===== config.mk =====
export PLATFORM = sky130hd
export DESIGN_NAME = para_load_ctrl_flat
export DESIGN_NICKNAME = d
export VERILOG_FILES = /design/src/rtl/para_pkg.sv /design/src/rtl/para_load_ctrl_if.sv /design/src/rtl/para_seg_counter.sv /design/src/rtl/para_load_ctrl.sv /design/src/flat_wrapper.sv
export SDC_FILE = /design/constraint.sdc
export NUM_CORES = 1
export LEC_CHECK = 0
export ABC_AREA = 1
export ABC_CLOCK_PERIOD_IN_PS = 1440
export CELL_PAD_IN_SITES_DETAIL_PLACEMENT = 1
export CELL_PAD_IN_SITES_GLOBAL_PLACEMENT = 1
export CORE_ASPECT_RATIO = 0.8
export CORE_MARGIN = 1.5
export CORE_UTILIZATION = 33
export DETAILED_ROUTE_END_ITERATION = 16
export PLACE_DENSITY = 0.73
export SETUP_SLACK_MARGIN = 0.3
export SLEW_MARGIN = 20
export SYNTH_ARGS = -nofsm -noshare
export SYNTH_HDL_FRONTEND = slang
export SYNTH_SLANG_ARGS = --single-unit

===== constraint.sdc =====
create_clock -name clk -period 1.44 [get_ports clk]
set_clock_uncertainty 0.2 [all_clocks]
set_input_delay 0.36 -clock clk [delete_from_list [all_inputs] [get_ports clk]]
set_output_delay 0.36 -clock clk [all_outputs]
set_load 0.01 [all_outputs]

===== src/rtl/para_pkg.sv =====
// Shared types and sizing for the parameter-load sequencer.
package para_pkg;

  typedef enum logic [2:0] {
    ST_IDLE  = 3'd0,
    ST_CLR   = 3'd1,
    ST_LOAD  = 3'd2,
    ST_DRAIN = 3'd3,
    ST_READY = 3'd4
  } state_e;

  localparam int FM_DEPTH_DEF    = 64;
  localparam int CHANNEL_NUM_DEF = 128;
  localparam int PARA_NUM_DEF    = 6;
  localparam int PARA_WIDTH_DEF  = 16;
  localparam int CLR_CYCLES_DEF  = 2;

  // Words in one full image: RSign segment plus (PARA_NUM-1) channel segments.
  function automatic int total_words(input int fm, input int ch, input int pn);
    return fm + (pn - 1) * ch;
  endfunction

  localparam int TOTAL_DEF = total_words(FM_DEPTH_DEF, CHANNEL_NUM_DEF, PARA_NUM_DEF);
  localparam int CW        = $clog2(TOTAL_DEF + 1);

endpackage


===== src/rtl/para_load_ctrl_if.sv =====
// Source stream in, loader drive out. slave = sequencer, master = stream/loader side.
interface para_load_ctrl_if #(
  parameter int PARA_WIDTH = 16
) ();
  logic                         src_valid;
  logic signed [PARA_WIDTH-1:0] src_data;
  logic                         src_ready;
  logic                         ld_rstn;
  logic                         ld_valid;
  logic                         ld_mode;
  logic signed [PARA_WIDTH-1:0] ld_para;

  modport slave (
    input  src_valid, src_data,
    output src_ready, ld_rstn, ld_valid, ld_mode, ld_para
  );

  modport master (
    output src_valid, src_data,
    input  src_ready, ld_rstn, ld_valid, ld_mode, ld_para
  );
endinterface


===== src/rtl/para_seg_counter.sv =====
// Word / segment counter for one parameter image: segment 0 is FM_DEPTH words,
// later segments are CHANNEL_NUM words; seg index saturates at the last segment.
module para_seg_counter
  import para_pkg::*;
#(
  parameter int FM_DEPTH    = FM_DEPTH_DEF,
  parameter int CHANNEL_NUM = CHANNEL_NUM_DEF,
  parameter int PARA_NUM    = PARA_NUM_DEF,
  parameter int CNT_W       = 10
) (
  input  logic             clk,
  input  logic             rstn,
  input  logic             clr_i,
  input  logic             inc_i,
  output logic [CNT_W-1:0] word_cnt_o,
  output logic [2:0]       seg_idx_o,
  output logic             last_word_o
);
  localparam int TOTAL = total_words(FM_DEPTH, CHANNEL_NUM, PARA_NUM);
  localparam logic [CNT_W-1:0] SEG0_LAST = CNT_W'(FM_DEPTH - 1);
  localparam logic [CNT_W-1:0] SEGN_LAST = CNT_W'(CHANNEL_NUM - 1);
  localparam logic [CNT_W-1:0] WORD_LAST = CNT_W'(TOTAL - 1);
  localparam logic [2:0]       SEG_MAX   = 3'(PARA_NUM - 1);

  logic [CNT_W-1:0] word_cnt_q, seg_word_q;
  logic [2:0]       seg_idx_q;
  logic             seg_end;

  assign seg_end     = seg_word_q == ((seg_idx_q == 3'd0) ? SEG0_LAST : SEGN_LAST);
  assign last_word_o = word_cnt_q == WORD_LAST;
  assign word_cnt_o  = word_cnt_q;
  assign seg_idx_o   = seg_idx_q;

  // Count accepted words; roll the in-segment offset and bump segment at boundaries.
  always_ff @(posedge clk or negedge rstn) begin
    if (!rstn) begin
      word_cnt_q <= '0;
      seg_word_q <= '0;
      seg_idx_q  <= '0;
    end else if (clr_i) begin
      word_cnt_q <= '0;
      seg_word_q <= '0;
      seg_idx_q  <= '0;
    end else if (inc_i) begin
      word_cnt_q <= word_cnt_q + CNT_W'(1);
      if (seg_end) begin
        seg_word_q <= '0;
        if (seg_idx_q != SEG_MAX) seg_idx_q <= seg_idx_q + 3'd1;
      end else begin
        seg_word_q <= seg_word_q + CNT_W'(1);
      end
    end
  end

endmodule


===== src/rtl/para_load_ctrl.sv =====
// Sequencer ahead of the per-layer parameter loader: clear, stream the image,
// drain the last word, then flag parameters valid (run mode).
module para_load_ctrl
  import para_pkg::*;
#(
  parameter int FM_DEPTH    = FM_DEPTH_DEF,
  parameter int CHANNEL_NUM = CHANNEL_NUM_DEF,
  parameter int PARA_NUM    = PARA_NUM_DEF,
  parameter int PARA_WIDTH  = PARA_WIDTH_DEF,
  parameter int CLR_CYCLES  = CLR_CYCLES_DEF,
  parameter int CNT_W       = $clog2(total_words(FM_DEPTH, CHANNEL_NUM, PARA_NUM) + 1)
) (
  input  logic               clk,
  input  logic               rstn,
  input  logic               start,
  input  logic               abort,
  para_load_ctrl_if.slave    bus,
  output logic               busy,
  output logic               para_ok,
  output logic               load_done,
  output logic [2:0]         seg_idx,
  output logic [CNT_W-1:0]   word_cnt
);
  localparam int CLRW = (CLR_CYCLES > 1) ? $clog2(CLR_CYCLES) : 1;
  localparam logic [CLRW-1:0] CLR_LAST = CLRW'(CLR_CYCLES - 1);

  state_e                  state_q;
  logic [CLRW-1:0]         clr_cnt_q;
  logic                    ld_rstn_q, ld_valid_q, ld_mode_q;
  logic [PARA_WIDTH-1:0]   ld_para_q;
  logic                    busy_q, para_ok_q, load_done_q;
  logic                    hs, start_acc, abort_acc, last_word;

  // Ready is purely a function of state so the source never sees back-pressure in LOAD.
  assign bus.src_ready = (state_q == ST_LOAD);
  assign hs            = bus.src_valid && (state_q == ST_LOAD);
  assign abort_acc     = abort && ((state_q == ST_CLR) || (state_q == ST_LOAD));
  // abort beats start; start only counts from IDLE or READY.
  assign start_acc     = start && !abort && ((state_q == ST_IDLE) || (state_q == ST_READY));

  para_seg_counter #(
    .FM_DEPTH   (FM_DEPTH),
    .CHANNEL_NUM(CHANNEL_NUM),
    .PARA_NUM   (PARA_NUM),
    .CNT_W      (CNT_W)
  ) u_cnt (
    .clk        (clk),
    .rstn       (rstn),
    .clr_i      (start_acc),
    .inc_i      (hs && !abort),
    .word_cnt_o (word_cnt),
    .seg_idx_o  (seg_idx),
    .last_word_o(last_word)
  );

  // Sequencer FSM with registered loader drive and status outputs.
  always_ff @(posedge clk or negedge rstn) begin
    if (!rstn) begin
      state_q     <= ST_IDLE;
      clr_cnt_q   <= '0;
      ld_rstn_q   <= 1'b1;
      ld_valid_q  <= 1'b0;
      ld_mode_q   <= 1'b1;
      ld_para_q   <= '0;
      busy_q      <= 1'b0;
      para_ok_q   <= 1'b0;
      load_done_q <= 1'b0;
    end else begin
      load_done_q <= 1'b0;
      ld_valid_q  <= 1'b0;
      if (abort_acc) begin
        state_q   <= ST_IDLE;
        ld_rstn_q <= 1'b1;
        ld_mode_q <= 1'b1;
        busy_q    <= 1'b0;
        para_ok_q <= 1'b0;
      end else begin
        case (state_q)
          ST_IDLE, ST_READY: begin
            if (start_acc) begin
              state_q   <= ST_CLR;
              clr_cnt_q <= '0;
              ld_rstn_q <= 1'b0;
              ld_mode_q <= 1'b0;
              busy_q    <= 1'b1;
              para_ok_q <= 1'b0;
            end
          end
          ST_CLR: begin
            if (clr_cnt_q == CLR_LAST) begin
              state_q   <= ST_LOAD;
              ld_rstn_q <= 1'b1;
            end else begin
              clr_cnt_q <= clr_cnt_q + CLRW'(1);
            end
          end
          ST_LOAD: begin
            if (hs) begin
              ld_valid_q <= 1'b1;
              ld_para_q  <= bus.src_data;
              if (last_word) state_q <= ST_DRAIN;
            end
          end
          ST_DRAIN: begin
            state_q     <= ST_READY;
            ld_mode_q   <= 1'b1;
            para_ok_q   <= 1'b1;
            load_done_q <= 1'b1;
            busy_q      <= 1'b0;
          end
          default: state_q <= ST_IDLE;
        endcase
      end
    end
  end

  assign bus.ld_rstn  = ld_rstn_q;
  assign bus.ld_valid = ld_valid_q;
  assign bus.ld_mode  = ld_mode_q;
  assign bus.ld_para  = ld_para_q;
  assign busy         = busy_q;
  assign para_ok      = para_ok_q;
  assign load_done    = load_done_q;

endmodule


===== src/flat_wrapper.sv =====
// flat-port wrapper written by rule: the top's interface ports become plain ports
module para_load_ctrl_flat import para_pkg::*;
#(
  parameter int FM_DEPTH    = FM_DEPTH_DEF,
  parameter int CHANNEL_NUM = CHANNEL_NUM_DEF,
  parameter int PARA_NUM    = PARA_NUM_DEF,
  parameter int PARA_WIDTH  = PARA_WIDTH_DEF,
  parameter int CLR_CYCLES  = CLR_CYCLES_DEF,
  parameter int CNT_W       = $clog2(total_words(FM_DEPTH, CHANNEL_NUM, PARA_NUM) + 1)
)
  (clk, rstn, start, abort, busy, para_ok, load_done, seg_idx, word_cnt, bus_src_valid, bus_src_data, bus_src_ready, bus_ld_rstn, bus_ld_valid, bus_ld_mode, bus_ld_para);
  para_load_ctrl_if #(.PARA_WIDTH(PARA_WIDTH)) bus_i ();
  input  logic clk;
  input  logic rstn;
  input  logic start;
  input  logic abort;
  output logic busy;
  output logic para_ok;
  output logic load_done;
  output logic [2:0] seg_idx;
  output logic [CNT_W-1:0] word_cnt;
  input wire logic [$bits(bus_i.src_valid)-1:0] bus_src_valid;
  input wire logic [$bits(bus_i.src_data)-1:0] bus_src_data;
  output wire logic [$bits(bus_i.src_ready)-1:0] bus_src_ready;
  output wire logic [$bits(bus_i.ld_rstn)-1:0] bus_ld_rstn;
  output wire logic [$bits(bus_i.ld_valid)-1:0] bus_ld_valid;
  output wire logic [$bits(bus_i.ld_mode)-1:0] bus_ld_mode;
  output wire logic [$bits(bus_i.ld_para)-1:0] bus_ld_para;
  assign bus_i.src_valid = bus_src_valid;
  assign bus_i.src_data = bus_src_data;
  assign bus_src_ready = bus_i.src_ready;
  assign bus_ld_rstn = bus_i.ld_rstn;
  assign bus_ld_valid = bus_i.ld_valid;
  assign bus_ld_mode = bus_i.ld_mode;
  assign bus_ld_para = bus_i.ld_para;
  para_load_ctrl #(.FM_DEPTH(FM_DEPTH), .CHANNEL_NUM(CHANNEL_NUM), .PARA_NUM(PARA_NUM), .PARA_WIDTH(PARA_WIDTH), .CLR_CYCLES(CLR_CYCLES), .CNT_W(CNT_W)) u_core (.clk(clk), .rstn(rstn), .start(start), .abort(abort), .bus(bus_i), .busy(busy), .para_ok(para_ok), .load_done(load_done), .seg_idx(seg_idx), .word_cnt(word_cnt));
endmodule

==> flow_summary.toml <==
[floorplan]
ios = 57
rows = 28
die_w_um = 99.80
start_util = 0.3378
coreArea_mm2 = 0.007322
die_y_um = 80.44
die_area_mm2 = 0.008028

[layout]
antenna_cells = 0
final_layout_size_suffix_gt1_frac = 0.4967
fillers = 856
area_delta_synth_final_pct = 71.47
layout.nets = 478
ff_latch_area_mm2 = 0.001231
multiInputGateArea_mm2 = 0.001366

[worst_setup_path]
slowest_delay_ns = 0.42
end_kind = "flip-flop"
arrival_ns = 1.85
cp-start-kind = "flip-flop"
required_ns = 1.44
worst-path-max-fanout = 5
worst-setup-path-type = "reg -> reg"
slowest_stage = "dfrtp_1"
path_cells = "ha_2 -> nand2_2 -> nor2_4 -> inv_2 -> nor2_4 -> nand2_4 -> nand2_4 -> nand3_4 -> nand2_2 -> nand2_1"

[yosys]
async_reset_ff_frac = 1.000
synth_most_common_cell = "nand2_1"
syn-cell-area_mm2 = 0.002474
synth.distinct_cells = 33
yosysWarnings = 0
ys_seq_elements = 49
synth_top_area_frac = 0.4755
synth_edf_count = 0
syn_inst = 306
synth_top_flop_cell = "dfrtp_1"
synth.yosys.seq_area_share = 0.4967
synth_area_leaders = "dfrtp_1 48%, nand2_1 16%, inv_1 5.5%"
syn_avg_cell_area_um2 = 8.084
ys_top_cells_by_count = "105 x nand2_1, 47 x dfrtp_1, 36 x inv_1, 21 x nor2_1, 19 x nand3_1"
synth_top_area_cell = "dfrtp_1"
synth.net_count = 332

[route]
initialDrtViolationCount = 110
topRoutingLayerUsed = "met4"
via_count = 2720
route.layer.met1.wl_mm = 4.103
vias_per_cell = 5.009
drt-total-wl_mm = 9.860
firstDrtPassIters = 4
wl_met3_um = 353
wl_met2_mm = 5.057
wire_per_inst_um = 18.16
ant_nets = 0
drc_errors = 0

[place]
io_buffers = 56
place_ws_ns = -0.5481
gp_congestion = 0.8169
dp_hpwl_mm = 5.314

[timing]
fmax_mhz = 540.2
whs_ns = 0.2888
setup_ws_ns = -0.4112
maxSlewHeadroom = 0.7758
setup_viol = 55
rsz0062_at_grt = "yes"
hold_viol = 0
tightest_slew_ns = 0.3338
layout_min_cycle_time_ns = 1.851
finalCritPeriodShare = 1.286
drv_slew = 0

[clocking]
clock-sinks = 49
htree_levels = 2
cts_inserted_buffers = 5
cts.clk_slew.worst_paths_ns = 0.11
clk_latency_ns = 0.32
cts_buffer_depth = 2
cts_tree = "yes"
clockRootBuffer = "clkbuf_8"

[global_routing]
antenna_found_initial = 0
grt_pass1_wl_mm = 12.63
gr-total-overflow = 0
track_usage = 0.1987
first_global_vias = 2633
grt_max_degree = 50

[run_status]
violations = "setup timing"
status = "complete, but fails checks"

[power_and_ir_drop]
powerDensity_mw_per_mm2 = 1490
leakage_uw = 0.002152
peakVddDrop_mv = 0.8166

[hold_path]
hold_class = "reg -> reg"

[job]
maxCapViolations = 0
-- cells by family after synthesis --
| family | count (synthesis) | share of synthesized area |
|---|---|---|
| AOI/OAI and AO/OA | 23 | 0.05210 |
| xor gates and xnor gates | 3 | 0.01062 |
| adders and majority gates | 5 | 0.02529 |
| buffers and inverters | 45 | 0.08144 |
| DFF | 49 | 0.4967 |
| and+or+nand+nor | 181 | 0.3338 |
-- report_power, final --
group | switching [uW] | internal [uW] | leakage [uW]
Clock | 525 | 566 | 0.0000574
Combinational | 1560 | 1590 | 0.00145
Sequential | 281 | 1800 | 0.000647
Total | 2360 | 3960 | 0.00215
-- state kept, by name (all words and copies together) (netlist names) --
register	cells
u_core.u_cnt.seg_idx_o	3
u_core.bus.ld_mode	1
u_core.para_ok	1
u_core.u_cnt.word_cnt_o	10
u_core.u_cnt.seg_word_q	10
u_core.bus.ld_valid	1
u_core.bus.ld_rstn	1
u_core.clr_cnt_q	1
u_core.bus.ld_para	16
u_core.load_done	1
u_core.state_q	3
u_core.busy	1
-- routing by layer --
layer	track usage	up-vias
li1	-	1262
met4	0.04366	0
met3	0.04352	26
met1	0.2465	1370
met5	0	-
met2	0.3544	62
-- final cells by class --
class	instances	area share
multi-input combinational	212	0.3221
sequential	49	0.2903
timing repair buffer	145	0.2870
inverter	38	0.04189
tap	90	0.02655
clock buffer	6	0.01947
clock inverter	2	0.008850
timing repair inverter	1	0.003835
-- timing repair --
action | 4_1_cts | 5_1_grt
hold buffers | 1 | 0
endpoints found under the hold margin | 47 | 0
gates resized for setup | 180 | 73
pin swaps | 9 | 17
cloned | 0 | 2
endpoints found under the setup margin | 84 | 85
buffers inserted | 16 | 19
-- stage by stage --
stage	area (um2)	utilization	std cells	total power (uW)	setup TNS, ns
2_1_floorplan	2550	-	306	3079	-1.034
3_3_place_gp	3565	0.4868	497	4360	-21.25
3_5_place_dp	3565	0.4868	497	4459	-23.58
4_1_cts	3786	0.5171	522	5618	-8.751
5_1_grt	4242	0.5793	543	6664	-17.34
6_report	4242	0.5793	543	6318	-13.83
-- final timing paths --
kind	startpoint	end	slack, ns	cells after the start
worst min register to register	u_core.busy$_DFFE_PN0P_	u_core.busy$_DFFE_PN0P_	0.29	2
worst min-delay path	u_core.busy$_DFFE_PN0P_	u_core.busy$_DFFE_PN0P_	0.29	2
min in group asynchronous	rstn	u_core.state_q[1]$_DFFE_PN0P_	0.34	3
max in group asynchronous	rstn	u_core.bus.ld_mode$_DFFE_PN1P_	0.42	3
worst max register to register	u_core.u_cnt.seg_word_q[1]$_DFFE_PN0P_	u_core.u_cnt.seg_idx_o[2]$_DFFE_PN0P_	-0.41	10
worst max-delay path	u_core.u_cnt.seg_word_q[1]$_DFFE_PN0P_	u_core.u_cnt.seg_idx_o[2]$_DFFE_PN0P_	-0.41	10
-- worst max-delay path: cells and delay by family (launching register included) --
| kind | cells | cell delay (ns) |
|---|---|---|
| adder cells (fa/ha/maj) | 1 | 0.25 |
| buffers and inverters | 1 | 0.07 |
| flip-flops | 1 | 0.42 |
| AND/OR/NAND/NOR | 8 | 0.81 |
-- placed cells by master, fill, tap and decap left out, types with 3 or more instances in the layout --
cell type        count
buf_6               20
inv_1               27
nor3_1               6
buf_2               30
nor2_4               6
inv_2                7
clkbuf_8             6
nand2_2             27
nand2_4              4
nand4_1              9
nor2_1              15
nand3_2              4
nand3_4              4
o21ai_2              7
nor2_2               3
clkdlybuf4s50_1     18
nand3_1             14
buf_12               5
o21ai_1              4
buf_4               69
nor3_2               7
dfrtp_1             45
nand2_1             77
Note: power is estimated with default switching activity, not from simulation.
==> edit: new RTL, same settings <==
The 5 states of `state_e` get a one-hot encoding in 5 bits.
--- a/src/rtl/para_pkg.sv
+++ b/src/rtl/para_pkg.sv
@@ -1,12 +1,12 @@
 // Shared types and sizing for the parameter-load sequencer.
 package para_pkg;
 
-  typedef enum logic [2:0] {
-    ST_IDLE  = 3'd0,
-    ST_CLR   = 3'd1,
-    ST_LOAD  = 3'd2,
-    ST_DRAIN = 3'd3,
-    ST_READY = 3'd4
+  typedef enum logic [4:0] {
+    ST_IDLE  = 5'b00001,
+    ST_CLR   = 5'b00010,
+    ST_LOAD  = 5'b00100,
+    ST_DRAIN = 5'b01000,
+    ST_READY = 5'b10000
   } state_e;
 
   localparam int FM_DEPTH_DEF    = 64;
Formal check against the unedited RTL: same outputs for any inputs over 10 cycles, from zero or initial values and one cycle with rstn low; not proved beyond that.
==> edit against the unedited design <==
- the run still ends with negative setup slack left
- via count is 3.9% higher
- sequential share of layout area rose by 1.4 points
- global-route usage increased by 3.5 points
- sequential cell count up 2
- combinational power shrank 39%
- wire length down 9.1%
- largest cell class is now registers
- total power is 27% lower
- final area down 0.86%
- area after synthesis increased by 4.9%
- setup slack better by 0.033 ns
==> edit: results (changes against the unedited design) <==
----------------------------------------------------
[STA]
  Setup TNS Final ... -17.24 ns (was -13.83 ns)
  Least-Margin Pin Slew ... 0.329 ns (was 0.334 ns)
  Worst setup margin ... -0.378 ns (was -0.411 ns)
  Number of setup violations in the final report ... 62 (was 55)

[Critical path]
  Depth of the worst register-to-register path ... 10 (unchanged)
  CP Launch Point ... u_core.state_q[4] (was u_core.u_cnt.seg_word_q[1])
  R2R Path End ... u_core.u_cnt.word_cnt_o[5] (was u_core.u_cnt.seg_idx_o[2])
  CP max FO ... 6 (was 5)
  Crit path DAT ... 1.88 ns (was 1.85 ns)

[Power and ir drop]
  Max VDD drop ... 0.000554 V (was 0.000817 V)
  Leakage power summed over all cells ... 2.29 nW (was 2.15 nW)

[Logic synthesis]
  Post-synthesis adder-cell area fraction ... 0.0241 (was 0.0253)
  Multiplexer fraction of the synthesized cell area ... 0 (unchanged)
  Distinct cell type count of the synthesized netlist ... 25 (was 33)
  Top cells by area in the synthesized netlist ... sky130_fd_sc_hd__dfrtp_1, sky130_fd_sc_hd__nand2_1, sky130_fd_sc_hd__inv_1 (unchanged)
  Synthesized Nets ... 361 (was 332)
  Synth top cells by count ... sky130_fd_sc_hd__nand2_1, sky130_fd_sc_hd__dfrtp_1, sky130_fd_sc_hd__inv_1, sky130_fd_sc_hd__nand3_1, sky130_fd_sc_hd__nor2_1 (was sky130_fd_sc_hd__nand2_1, sky130_fd_sc_hd__dfrtp_1, sky130_fd_sc_hd__inv_1, sky130_fd_sc_hd__nor2_1, sky130_fd_sc_hd__nand3_1)
  Synthesized netlist cell count ... 335 (was 306)
  Xor/xnor share of the synthesized area ... 0.00675 (was 0.0106)
  Post-synthesis sequential area ratio ... 0.493 (was 0.497)

[Placement]
  Pre-CTS setup slack ... -0.609 ns (was -0.548 ns)
  GP Congestion ... 0.843 (was 0.817)
  Half-perimeter wire length after placement ... 5970 microns (was 5310 microns)
  Total placed cells including tap cells ... 556 (was 497)

[Final layout]
  Layout Cells excl Fill ... 589 (was 543)
  Final #Nets ... 509 (was 478)
  Number of filler cells placed in the layout ... 940 (was 856)
  Layout cell share with drive strength beyond 1 ... 0.366 (was 0.497)

[GRT]
  Antenna violations before repair ... 0 (unchanged)
  Maximum number of pins on one net before global-route repair ... 52 (was 50)
  Number of global-route vias before repair ... 3,150 (was 2,633)
  Global-route wire length before repair ... 14,900 microns (was 12,600 microns)
  Global-route usage over all layers ... 0.233 (was 0.199)

[Detailed routing]
  Iteration-0 DRC Markers ... 57 (was 110)
  Average via count per standard cell ... 4.80 (was 5.01)

[Run status]
  Status ... complete, but fails checks (unchanged)
  Violated checks ... negative setup slack (unchanged)

----------------------------------------------------
## edit: kinds of logic (layout without fill, tap and decap cells)
logic type | Yosys count | in the layout
buffers and inverters | 47 | 196
AND/OR/NAND/NOR | 205 | 205
adder cells (fa/ha/maj) | 5 | 5
AO/OA/AOI/OAI | 25 | 25
flip-flops | 51 | 51
XOR/XNOR | 2 | 2
## edit: timing repair
action / CTS / global route
setup endpoints to repair: 87 / 87
gates cloned: 2 / 0
pin swaps: 9 / 4
resized for setup: 199 / 17
hold buffers: 1 / 0
hold endpoints to repair: 48 / 0
setup buffers: 18 / 4
## edit: where the power goes
part	leakage [nW]	switching, mW	internal, mW
sequential	0.695	0.142	1.67
clock	0.0461	0.563	0.352
combinational	1.55	0.956	0.952
## edit: how the worst min path moves through the flow
stage                     depth (start not counted)  slack, ns               endpoint             startpoint
after floorplan                                   0      -0.14  u_core.bus.ld_para[0]                   rstn
after global placement                            2       0.18  u_core.bus.ld_para[5]                   rstn
after detailed placement                          2       0.18  u_core.bus.ld_para[5]                   rstn
after CTS                                         2       0.29  u_core.bus.ld_para[0]  u_core.bus.ld_para[0]
after global routing                              2       0.31     u_core.bus.ld_rstn     u_core.bus.ld_rstn
final                                             2       0.29     u_core.bus.ld_rstn     u_core.bus.ld_rstn
## edit: cell type report
class | instances | area share
Sequential cell | 51 | 0.304
Multi-Input combinational cell | 237 | 0.303
Timing Repair Buffer | 149 | 0.301
Inverter | 39 | 0.0378
Tap cell | 105 | 0.0312
Clock buffer | 5 | 0.0164
Clock inverter | 3 | 0.00565
## edit: layer usage
metal | track usage | up-vias | part of all wire
met1 | 0.258 | 1372 | 0.40
met2 | 0.434 | 71 | 0.52
met3 | 0.0581 | 19 | 0.054
met4 | 0.0918 | 0 | 0.022
li1 | - | 1365 | -
met5 | 0 | - | 0
## edit: through the flow
step / hold WS [ns] / utilization / power, mW / area [sq um]
3_3_place_gp: 0.179 / 0.506 / 3.40 / 3790
6_report: 0.290 / 0.561 / 4.64 / 4210
5_1_grt: 0.312 / 0.561 / 4.93 / 4210
4_1_cts: 0.288 / 0.548 / 4.53 / 4110
2_1_floorplan: -0.136 / - / 2.56 / 2630
3_5_place_dp: 0.180 / 0.506 / 3.47 / 3790
## edit: worst min-delay path: cells and delay by family (launching register included)
| kind | cells | cell delay [ns] |
|---|---|---|
| DFF | 1 | 0.40 |
| and+or+nand+nor | 2 | 0.10 |
